`config.mk`:
```
export PLATFORM = sky130hd
export DESIGN_NAME = wb_port_arbiter
export DESIGN_NICKNAME = d
export VERILOG_FILES = /design/src/rtl/wb_port_arbiter.sv
export SDC_FILE = /design/constraint.sdc
export NUM_CORES = 1
export LEC_CHECK = 0
export BUFFER_PORTS_ARGS = -buffer_cell sky130_fd_sc_hd__buf_2
export CAP_MARGIN = 20
export CORE_ASPECT_RATIO = 0.7
export CORE_UTILIZATION = 53
export DETAILED_ROUTE_END_ITERATION = 10
export HOLD_SLACK_MARGIN = 0.12
export PLACE_DENSITY = 0.83
export SLEW_MARGIN = 40
export SYNTH_ARGS = -nofsm -noshare
export SYNTH_HDL_FRONTEND = slang
export SYNTH_SLANG_ARGS = --single-unit
```
`constraint.sdc`:
```
create_clock -name clk -period 4.9 [get_ports clk]
set_input_delay 0.98 -clock clk [delete_from_list [all_inputs] [get_ports clk]]
set_output_delay 0.98 -clock clk [all_outputs]
set_load 0.02 [all_outputs]
```
`src/rtl/wb_port_arbiter.sv`:
```
// wb_port_arbiter: shares the register-file write port between WRITEBACK and a FIFO of multi-cycle results
//   in : clk, rst, pipe_we/pipe_rd/pipe_data (WRITEBACK), mc_valid/mc_rd/mc_data (multi-cycle offer)
//   out: mc_ready, rf_we/rf_wa/rf_wd (write port), pipe_stall, busy_mask (registers with queued writes)
module wb_port_arbiter #(
  parameter int DEPTH = 2,
  parameter int STARVE_LIMIT = 4
) (
  input  logic        clk,
  input  logic        rst,
  input  logic        pipe_we,
  input  logic [4:0]  pipe_rd,
  input  logic [31:0] pipe_data,
  input  logic        mc_valid,
  input  logic [4:0]  mc_rd,
  input  logic [31:0] mc_data,
  output logic        mc_ready,
  output logic        rf_we,
  output logic [4:0]  rf_wa,
  output logic [31:0] rf_wd,
  output logic        pipe_stall,
  output logic [31:0] busy_mask
);
  localparam int AW = $clog2(DEPTH);
  localparam int SW = $clog2(STARVE_LIMIT + 1);
  logic [4:0]       rd_q [DEPTH];
  logic [31:0]      data_q [DEPTH];
  logic [DEPTH-1:0] vld;
  logic [AW-1:0]    wp, rp;
  logic [AW:0]      cnt;
  logic [SW-1:0]    starve;
  logic             empty, full, pipe_req, pop, push;
  assign empty = cnt == '0;
  assign full = cnt == (AW+1)'(DEPTH);
  assign mc_ready = !full && !rst;
  // stall is a pure function of registered state; rst gating keeps outputs quiet during reset
  assign pipe_stall = !rst && !empty && starve == SW'(STARVE_LIMIT);
  assign pipe_req = !rst && pipe_we && pipe_rd != 5'd0 && !pipe_stall;
  assign pop = !rst && !pipe_req && !empty;
  // r0 results are accepted but never queued
  assign push = mc_valid && mc_ready && mc_rd != 5'd0;
  always_comb begin
    rf_we = pipe_req || pop;
    rf_wa = pipe_req ? pipe_rd : pop ? rd_q[rp] : 5'd0;
    rf_wd = pipe_req ? pipe_data : pop ? data_q[rp] : 32'd0;
  end
  always_comb begin
    busy_mask = '0;
    for (int i = 0; i < DEPTH; i++)
      if (vld[i] && !rst) busy_mask[rd_q[i]] = 1'b1;
    busy_mask[0] = 1'b0;
  end
  always_ff @(posedge clk) begin
    if (rst) begin
      vld <= '0;
      wp <= '0;
      rp <= '0;
      cnt <= '0;
      starve <= '0;
    end else begin
      if (push) begin
        rd_q[wp] <= mc_rd;
        data_q[wp] <= mc_data;
        wp <= wp + AW'(1);
      end
      if (pop) rp <= rp + AW'(1);
      // a slot can't be both pushed and popped in one cycle unless full, which blocks push
      for (int i = 0; i < DEPTH; i++)
        vld[i] <= (push && wp == AW'(i)) ? 1'b1 : (pop && rp == AW'(i)) ? 1'b0 : vld[i];
      cnt <= cnt + (AW+1)'(push) - (AW+1)'(pop);
      starve <= (pop || empty) ? '0 : (starve == SW'(STARVE_LIMIT)) ? starve : starve + SW'(1);
    end
  end
endmodule

```
Yosys cells after proc, flatten, opt, wreduce, memory -nomap -nowiden. Memory sizes are Yosys's and may differ from the RTL's. A register that Yosys moved wholly into a read port is not among the register bits. Cells that the tools add are included.

$add $sub $neg: 5. Eq/ne operators: 2. $lt $le $gt $ge: 4. Bitwise logic cells: 3. Reduce and logical (&&, ||, !) cells: 31. Multiplexer cells: 21.

Operators with widths (number): $mux 32 (4); $or 32x32->32 (1); $logic_and 1x1->1 (18); $mux 1 (13); $lt 5x6->1 const B (2); $demux 1 s5 (2); $ge 5x1->1 const B (2); $mux 5 (2); $reduce_bool 5->1 (2); $logic_not 1->1 (5); $reduce_bool 2->1 (2); $add 3x1->3 const B (1); $eq 3x3->1 const B (1); $add 1x1->1 const B (2); $add 2x1->2 (1); $eq 2x2->1 const B (1); $logic_not 2->1 (1); $logic_or 1x1->1 (2); $not 1->1 (2); $reduce_or 2->1 (1); $sub 2x1->2 (1).

Memories: 2. Bits in registers: 9. Output and inout bits: 72. Logic and storage cells: 74. RAM bits: 74.

Memory list: data_q (words 2, bits a word 32, rd ports 1, clocked after memory_dff 1, wr ports 1, line 26) `logic [31:0] data_q [DEPTH];`; rd_q (words 2, bits a word 5, rd ports 3, clocked after memory_dff 1, wr ports 1, line 25) `logic [4:0] rd_q [DEPTH];`.

Logic depth before layout (Yosys ltp). Gate-level depths: netlist of the first run.

Depth after elaboration: 12. Mapped depth: 12. Gate-level depth less buffers: 10.

Worst setup path before layout of the first run. OpenSTA, ideal clock, no wires.

Kind: input-to-reg. Start: input rst. End: memory data_q[0][0], enable pin. Data required time: 4469 ps. Path slack: 1055 ps. Path buffers: 1. Stages on the path: 4. Data arrival time: 3414 ps. Cell sequence: buf_2 a21oi_1 o211ai_4 nor2_1.

Word-level cells in the longest chain between the ends: 7.

Ends and longest elaborated chain: start: declaration (line 9) `input logic rst,`; $logic_not 1->1 (line 34) `assign mc_ready = !full && !rst;`; $logic_and 1x1->1 (line 34); net mc_ready (line 16) `output logic mc_ready,`; $logic_and 1x1->1 (2 in a row) (line 40) `assign push = mc_valid && mc_ready && mc_rd != 5'd0;`; $mux 1 (line 60) `if (push) begin`; $mux 1 (line 53) `if (rst) begin`; $mux 1 (implied by the code) (line 62) `data_q[wp] <= mc_data;`; end: declaration (line 26).

The timed path passes the listed nets, and every way through them passes these cells.

Worst setup path in the final report of the first run.
Start: input rst. End: output rf_wa[3].

Word-level cells in the longest chain between the ends: 10.

Ends and longest elaborated chain: $logic_not 1->1 (*) (line 36, 37, 38); $logic_and 1x1->1 (2 in a row) (line 36) `assign pipe_stall = !rst && !empty && starve == SW'(STARVE_LIMIT);`; $logic_not 1->1 (line 37) `assign pipe_req = !rst && pipe_we && pipe_rd != 5'd0 && !pipe_stall;`; $logic_and 1x1->1 (line 37); $logic_not 1->1 (line 38) `assign pop = !rst && !pipe_req && !empty;`; $logic_and 1x1->1 (2 in a row) (line 38); $mux 5 (line 43) `rf_wa = pipe_req ? pipe_rd : pop ? rd_q[rp] : 5'd0;`; $mux 5 (*) (line 43); end: declaration (line 18) `output logic [4:0] rf_wa,`.

Every way passes the cells marked *; elsewhere a longest branch is shown, timed or not.

==> results.json, run 1 <==
{
  "tightest_slew_ns": 0.7315,
  "viasPerCell": 5.701,
  "critPathBufInv": 3,
  "yosysWarnings": 0,
  "portBuffers": 148,
  "synth-edff-count": 74,
  "synth_area_um2": 4100,
  "synthCells": 335,
  "dp_hpwl_mm": 6.915,
  "async_reset_ff_frac": 0,
  "min_to": "starve[0]",
  "drv_cap": 0,
  "syn-mean-instance-area_um2": 12.24,
  "dieArea_um2": 8098,
  "ir_drop_v": 0.0001962,
  "fp.dieH_um": 75.59,
  "drt_wl_total_mm": 9.726,
  "wire_per_inst_um": 16.89,
  "switching_share": 0.3215,
  "clkPwrFrac": 0.256,
  "dieWidth_um": 107.1,
  "syn_nets": 419,
  "hp-class": "flop to flop",
  "multi_input_area_um2": 1533,
  "critPathTopFamily": "buffers and inverters",
  "finClkSkew_ns": 0.004885,
  "min_period_over_period": 0.7612,
  "dpl_cell_area_um2": 4985,
  "grt_pass1_wl_mm": 14.52,
  "drive_gt1_frac": 0.3724,
  "cp-end-kind": "primary output",
  "reg2reg_depth": 11,
  "drt_iter0_drc": 244,
  "rrSetupSlack_ns": 2.17,
  "power.leakage_nw": 2.057,
  "finalCriticalPeriod_ns": 3.730,
  "firstDrtPassIters": 4,
  "numCtsBuffers": 9,
  "p_seq_frac": 0.469,
  "outcome": "finished clean",
  "slew_headroom": 0.5123,
  "power.internal_mw": 1.399,
  "cts.sinks": 84,
  "cts_tree": "built",
  "slowest_stage": "buf_4",
  "regArea_um2": 2426,
  "ys_ff_latch": 84,
  "h-tree-depth": 3,
  "hold_buffers": 0,
  "cts-root-buf": "clkbuf_8",
  "crit_chain": "buf_2 > nand2b_1 > a211oi_4 > buf_4 > nand2_1 > o31ai_1 > buf_2",
  "cp_max_fo": 75,
  "rsz0062_at_grt": "no",
  "fmax_ghz": 0.2681,
  "final_area_um2": 5197,
  "layout_commonest_cell": "buf_2",
  "fillers": 557,
  "hp-start": "starve[0]",
  "coreArea_um2": 7385,
  "comb_power_share": 0.274,
  "start_kind": "input port",
  "slew_viol_final": 0,
  "holdPathStages": 1,
  "antenna_found_initial": 0,
  "grt-ovfl-total": 0,
  "worst_r2r_endpoint": "cnt[1]",
  "worstPathRequired_ns": 3.92,
  "num_antenna_cells": 0,
  "insertion_delay_ns": 0.35,
  "clk_path_buf_depth": 2,
  "grt_pass1_vias": 2997,
  "grt_max_degree": 76,
  "layout_common_cells": "148 x buf_2, 74 x edfxtp_1, 46 x nand2_1, 39 x mux2i_1, 35 x o31ai_1",
  "nets": 558,
  "ctsResizeCount": 0,
  "pin_count": 150,
  "start_util": 0.5552,
  "worstReg2RegStart": "starve[0]",
  "postCtsSetupBuffers": 0,
  "clk_pin_slew_ns": 0.07,
  "setup_viol": 0,
  "finalHoldViolCount": 0,
  "synth_flop_cell": "edfxtp_1",
  "gp_congestion": 0.8701,
  "worstPathArrival_ns": 2.75,
  "drtAntennaViolNets": 0,
  "p_sw_mw": 0.6630,
  "cp_slowest_stage_delay_ns": 0.61,
  "drc": 0,
  "grtUsageTotal": 0.2433,
  "fin_setup_tns_ns": 0,
  "route.vias.total": 3284,
  "synth_seq_area_share": 0.5908,
  "cpMostUsedCell": "buf_2",
  "yosysUniqueCellTypes": 33,
  "rows": 26,
  "powerDensity_nw_per_um2": 396.8,
  "criticalPathCategory": "input port to primary output",
  "synthToLayoutAreaGrowth_pct": 26.76
}
## through the flow
stage	instances	util	setup slack, ns	power [mW]	hold WS, ns
floorplan	335	-	1.055	1.326	0.4273
global placement	556	0.6577	1.326	1.484	0.4397
detailed placement	561	0.6750	1.178	1.552	0.4772
CTS	576	0.7038	1.176	2.076	0.4857
global route	576	0.7038	1.043	2.164	0.4972
finish	576	0.7038	1.170	2.062	0.4807
## worst max path at each step
stage / start / cells past startpoint / endpoint / slack (ns)
5_1_grt: rst / 7 / rf_wd[4] / 1.04
4_1_cts: rst / 7 / rf_wd[12] / 1.18
6_report: rst / 7 / rf_wa[3] / 1.17
3_5_place_dp: rst / 7 / rf_wd[12] / 1.18
2_1_floorplan: rst / 4 / data_q[0][0] / 1.05
3_3_place_gp: rst / 7 / rf_wd[29] / 1.33
## power groups by stage
stage          registers, mW  clock network, mW  logic (mW)
6_report               0.968              0.529       0.565
5_1_grt                0.981              0.573       0.611
2_1_floorplan          0.913                  0       0.412
3_5_place_dp           0.986                  0       0.566
3_3_place_gp           0.978                  0       0.505
4_1_cts                0.969              0.539       0.568
## per-layer routing
metal | vias to the layer above | wire length (um) | track usage
li1 | 1560 | - | -
met1 | 1528 | 4254 | 0.3123
met2 | 180 | 4459 | 0.4036
met3 | 16 | 875 | 0.06672
met4 | 0 | 135 | 0.09285
met5 | - | 0 | 0
## cell families (layout without fill, tap and decap cells)
kind of cell / after synthesis / after routing / share of synthesized area
buffers and inverters: 34 / 177 / 0.04364
adder cells (fa/ha/maj): 6 / 6 / 0.01831
XOR/XNOR: 2 / 2 / 0.004273
AO/OA/AOI/OAI: 79 / 79 / 0.1391
flip-flops: 84 / 84 / 0.5908
other: 1 / 1 / 0.0009146
multiplexers: 39 / 39 / 0.09521
AND/OR/NAND/NOR: 90 / 90 / 0.1077
## layout make-up
cell class                 count  area share
clock buffer                   9     0.02383
clock inverter                 6     0.01709
inverter                       8    0.005778
multi-input combinational    217      0.2949
sequential                    84      0.4668
tap                           98     0.02359
timing repair buffer         154      0.1680
## cell usage after synthesis (4+ instances only)
library cell / instances / share of area
inv_1: 8 / 0.0073
o22ai_1: 33 / 0.050
nand2_1: 46 / 0.042
clkbuf_1: 12 / 0.011
nand2b_1: 4 / 0.0061
or3_1: 5 / 0.0076
buf_6: 5 / 0.014
edfxtp_1: 74 / 0.54
buf_2: 8 / 0.0098
ha_1: 6 / 0.018
dfxtp_1: 10 / 0.049
mux2i_1: 39 / 0.095
nor2_1: 15 / 0.014
nand3b_1: 8 / 0.015
nand3_1: 4 / 0.0049
o31ai_1: 35 / 0.064
## state kept, by name, summed over array words and instances (netlist names), named ones only
name and count:
starve 3, cnt 2, vld 2, data_q 64
rp 1, rd_q 10, wp 1
(Power assumes the default switching activity.)
==> inputs of run 2 (changes only) <==
--- a/config.mk
+++ b/config.mk
@@ -5,13 +5,14 @@
 export SDC_FILE = /design/constraint.sdc
 export NUM_CORES = 1
 export LEC_CHECK = 0
+export ABC_AREA = 1
 export BUFFER_PORTS_ARGS = -buffer_cell sky130_fd_sc_hd__buf_2
 export CAP_MARGIN = 20
 export CORE_ASPECT_RATIO = 0.7
-export CORE_UTILIZATION = 53
+export CORE_UTILIZATION = 45
 export DETAILED_ROUTE_END_ITERATION = 10
 export HOLD_SLACK_MARGIN = 0.12
-export PLACE_DENSITY = 0.83
+export PLACE_DENSITY = 0.75
 export SLEW_MARGIN = 40
 export SYNTH_ARGS = -nofsm -noshare
 export SYNTH_HDL_FRONTEND = slang
==> constraint.sdc (replaced) <==
create_clock -name clk -period 3.4 [get_ports clk]
set_input_delay 0.68 -clock clk [delete_from_list [all_inputs] [get_ports clk]]
set_output_delay 0.68 -clock clk [all_outputs]
set_load 0.02 [all_outputs]
==> run 2 against run 1 <==
Compared with the run above: die area up 17%; clock-buffer cell count rose by 1; critical path depth is 3 higher; largest cell class unchanged; global-route usage is 2.8 points lower.
==> results.json, run 2 <==
{
  "yosysUniqueCellTypes": 28,
  "worstPathRequired_ns": 2.72,
  "cp-end-kind": "primary output",
  "syn-mean-instance-area_um2": 10.84,
  "drt_wl_total_mm": 9.953,
  "syn_nets": 460,
  "hold_buffers": 0,
  "insertion_delay_ns": 0.33,
  "slew_viol_final": 0,
  "num_antenna_cells": 0,
  "dp_hpwl_mm": 7.387,
  "grt-ovfl-total": 0,
  "postCtsSetupBuffers": 0,
  "slew_headroom": 0.5446,
  "grt_max_degree": 38,
  "grt_pass1_wl_mm": 15.06,
  "ir_drop_v": 0.0003658,
  "top_regs": "data_q (64), rd_q (10), starve (3)",
  "layout_commonest_cell": "buf_2",
  "instances_no_fill": 652,
  "drive_gt1_frac": 0.3571,
  "synth_area_um2": 4075,
  "yosysWarnings": 0,
  "route.vias.total": 3375,
  "fmax_ghz": 0.3280,
  "criticalPathCategory": "flop to primary output",
  "nets": 611,
  "firstDrtPassIters": 5,
  "viasPerCell": 5.176,
  "finClkSkew_ns": 0.009253,
  "synth.most_common_cell": "nand2_1",
  "synth_area_leader_cell": "edfxtp_1",
  "fin_setup_tns_ns": 0,
  "drtAntennaViolNets": 0,
  "portBuffers": 148,
  "tightest_slew_ns": 0.6821,
  "drc": 0,
  "ctsResizeCount": 0,
  "grtUsageTotal": 0.2157,
  "synth_seq_area_share": 0.5944,
  "power.leakage_nw": 2.217,
  "synth_flop_cell": "edfxtp_1",
  "dpl_cell_area_um2": 4952,
  "start_kind": "flop",
  "cts_tree": "built",
  "numCtsBuffers": 9,
  "clk_path_buf_depth": 2,
  "worstPathArrival_ns": 2.37,
  "start_util": 0.4729,
  "antenna_found_initial": 0,
  "rsz0062_at_grt": "no",
  "hp-class": "flop to flop",
  "ys_ff_latch": 84,
  "async_reset_ff_frac": 0,
  "h-tree-depth": 3,
  "drv_cap": 0,
  "grt_pass1_vias": 3140,
  "wire_per_inst_um": 15.27,
  "rows": 28,
  "dp_slack_ns": 0.5512,
  "layout_common_cells": "148 x buf_2, 84 x nand2_1, 74 x edfxtp_1, 61 x o21ai_0, 32 x mux2i_1",
  "setup_viol": 0,
  "pin_count": 150,
  "cts-root-buf": "clkbuf_16",
  "synth.area.top_cells": "edfxtp_1 55%, mux2i_1 7.9%, nand2_1 7.7%",
  "outcome": "finished clean",
  "powerDensity_nw_per_um2": 578.8,
  "cts.sinks": 84,
  "synth_top_cell_area_share": 0.5453,
  "finalCriticalPeriod_ns": 3.049,
  "cp_max_fo": 37,
  "synthTopCellsByCount": "84 x nand2_1, 74 x edfxtp_1, 61 x o21ai_0",
  "largest_reg_flops": 64,
  "fin_ws_ns": 0.3508,
  "dieArea_um2": 9447,
  "clk_pin_slew_ns": 0.06,
  "finalHoldViolCount": 0,
  "synthToLayoutAreaGrowth_pct": 29.51,
  "placedCellCount": 636,
  "fp.dieH_um": 81.62,
  "final_area_um2": 5278,
  "synth-edff-count": 74,
  "coreArea_um2": 8618,
  "top_register": "data_q",
  "dieWidth_um": 115.7,
  "drt_iter0_drc": 366,
  "gp_congestion": 0.9413,
  "synthCells": 376,
  "min_period_over_period": 0.8968,
  "whs_ns": 0.4871
}
==> run 2: cell count changes after synthesis, sizes merged, moves of 8 or more <==
| cell | change |
|---|---|
| nand3b | -8 |
| nand3 | +15 |
| nand2 | +40 |
| inv | +20 |
| nor3 | +11 |
| o21ai | +71 |
| o22ai | -30 |
| o31ai | -37 |
| clkbuf | -11 |
==> run 2: cell type report <==
class / instances / area, um2
tap: 120 / 150.1
clock inverter: 6 / 96.34
sequential: 84 / 2424
clock buffer: 10 / 229.0
multi-input combinational: 250 / 1453
fill: 727 / 3341
timing repair buffer: 153 / 815.8
inverter: 29 / 110.1
==> run 2: worst max-delay path, cell delays in order, from the launching register on <==
cell and delay, ns:
dfxtp_1 0.35, inv_1 0.08, ha_1 0.21, nand2_2 0.10, clkinv_2 0.08, nand3_2 0.12, nand3_4 0.11, inv_2 0.53
nand2_1 0.14, o21ai_0 0.12, buf_2 0.20
==> run 2: final timing paths <==
| path | from | end | slack, ns | depth (start not counted) |
|---|---|---|---|---|
| hold reg to reg | starve[0] | starve[0] | 0.49 | 2 |
| setup reg to reg | starve[0] | cnt[1] | 0.66 | 15 |
| hold / removal | starve[0] | starve[0] | 0.49 | 2 |
| setup / recovery | starve[0] | rf_wd[26] | 0.35 | 10 |
==> run 2: report_power, final <==
group          internal, mW  total [mW]  switching (mW)
combinational         0.258       0.712           0.454
clock                 0.652        1.05           0.395
sequential             1.23        1.30          0.0657
==> run 2: cells by family after synthesis <==
group | after synthesis | synth area share
buffers and inverters | 42 | 0.05096
AOI/OAI and AO/OA | 83 | 0.1121
other | 1 | 0.0009202
and+or+nand+nor | 126 | 0.1403
xor gates and xnor gates | 2 | 0.004299
muxes | 32 | 0.07860
adders and majority gates | 6 | 0.01842
DFF | 84 | 0.5944
==> run 2: routing by layer <==
layer,track usage,vias to the layer above,part of all wire
met5,0,-,0
met4,0.07051,0,0.010
met3,0.05240,13,0.072
met2,0.3485,141,0.47
met1,0.2884,1584,0.45
li1,-,1637,-
==> run 2: per-stage QoR <==
stage,utilization,power (mW)
2_1_floorplan,-,1.778
3_3_place_gp,0.5746,2.007
3_5_place_dp,0.5746,2.029
4_1_cts,0.6124,3.074
5_1_grt,0.6124,3.188
6_report,0.6124,3.055
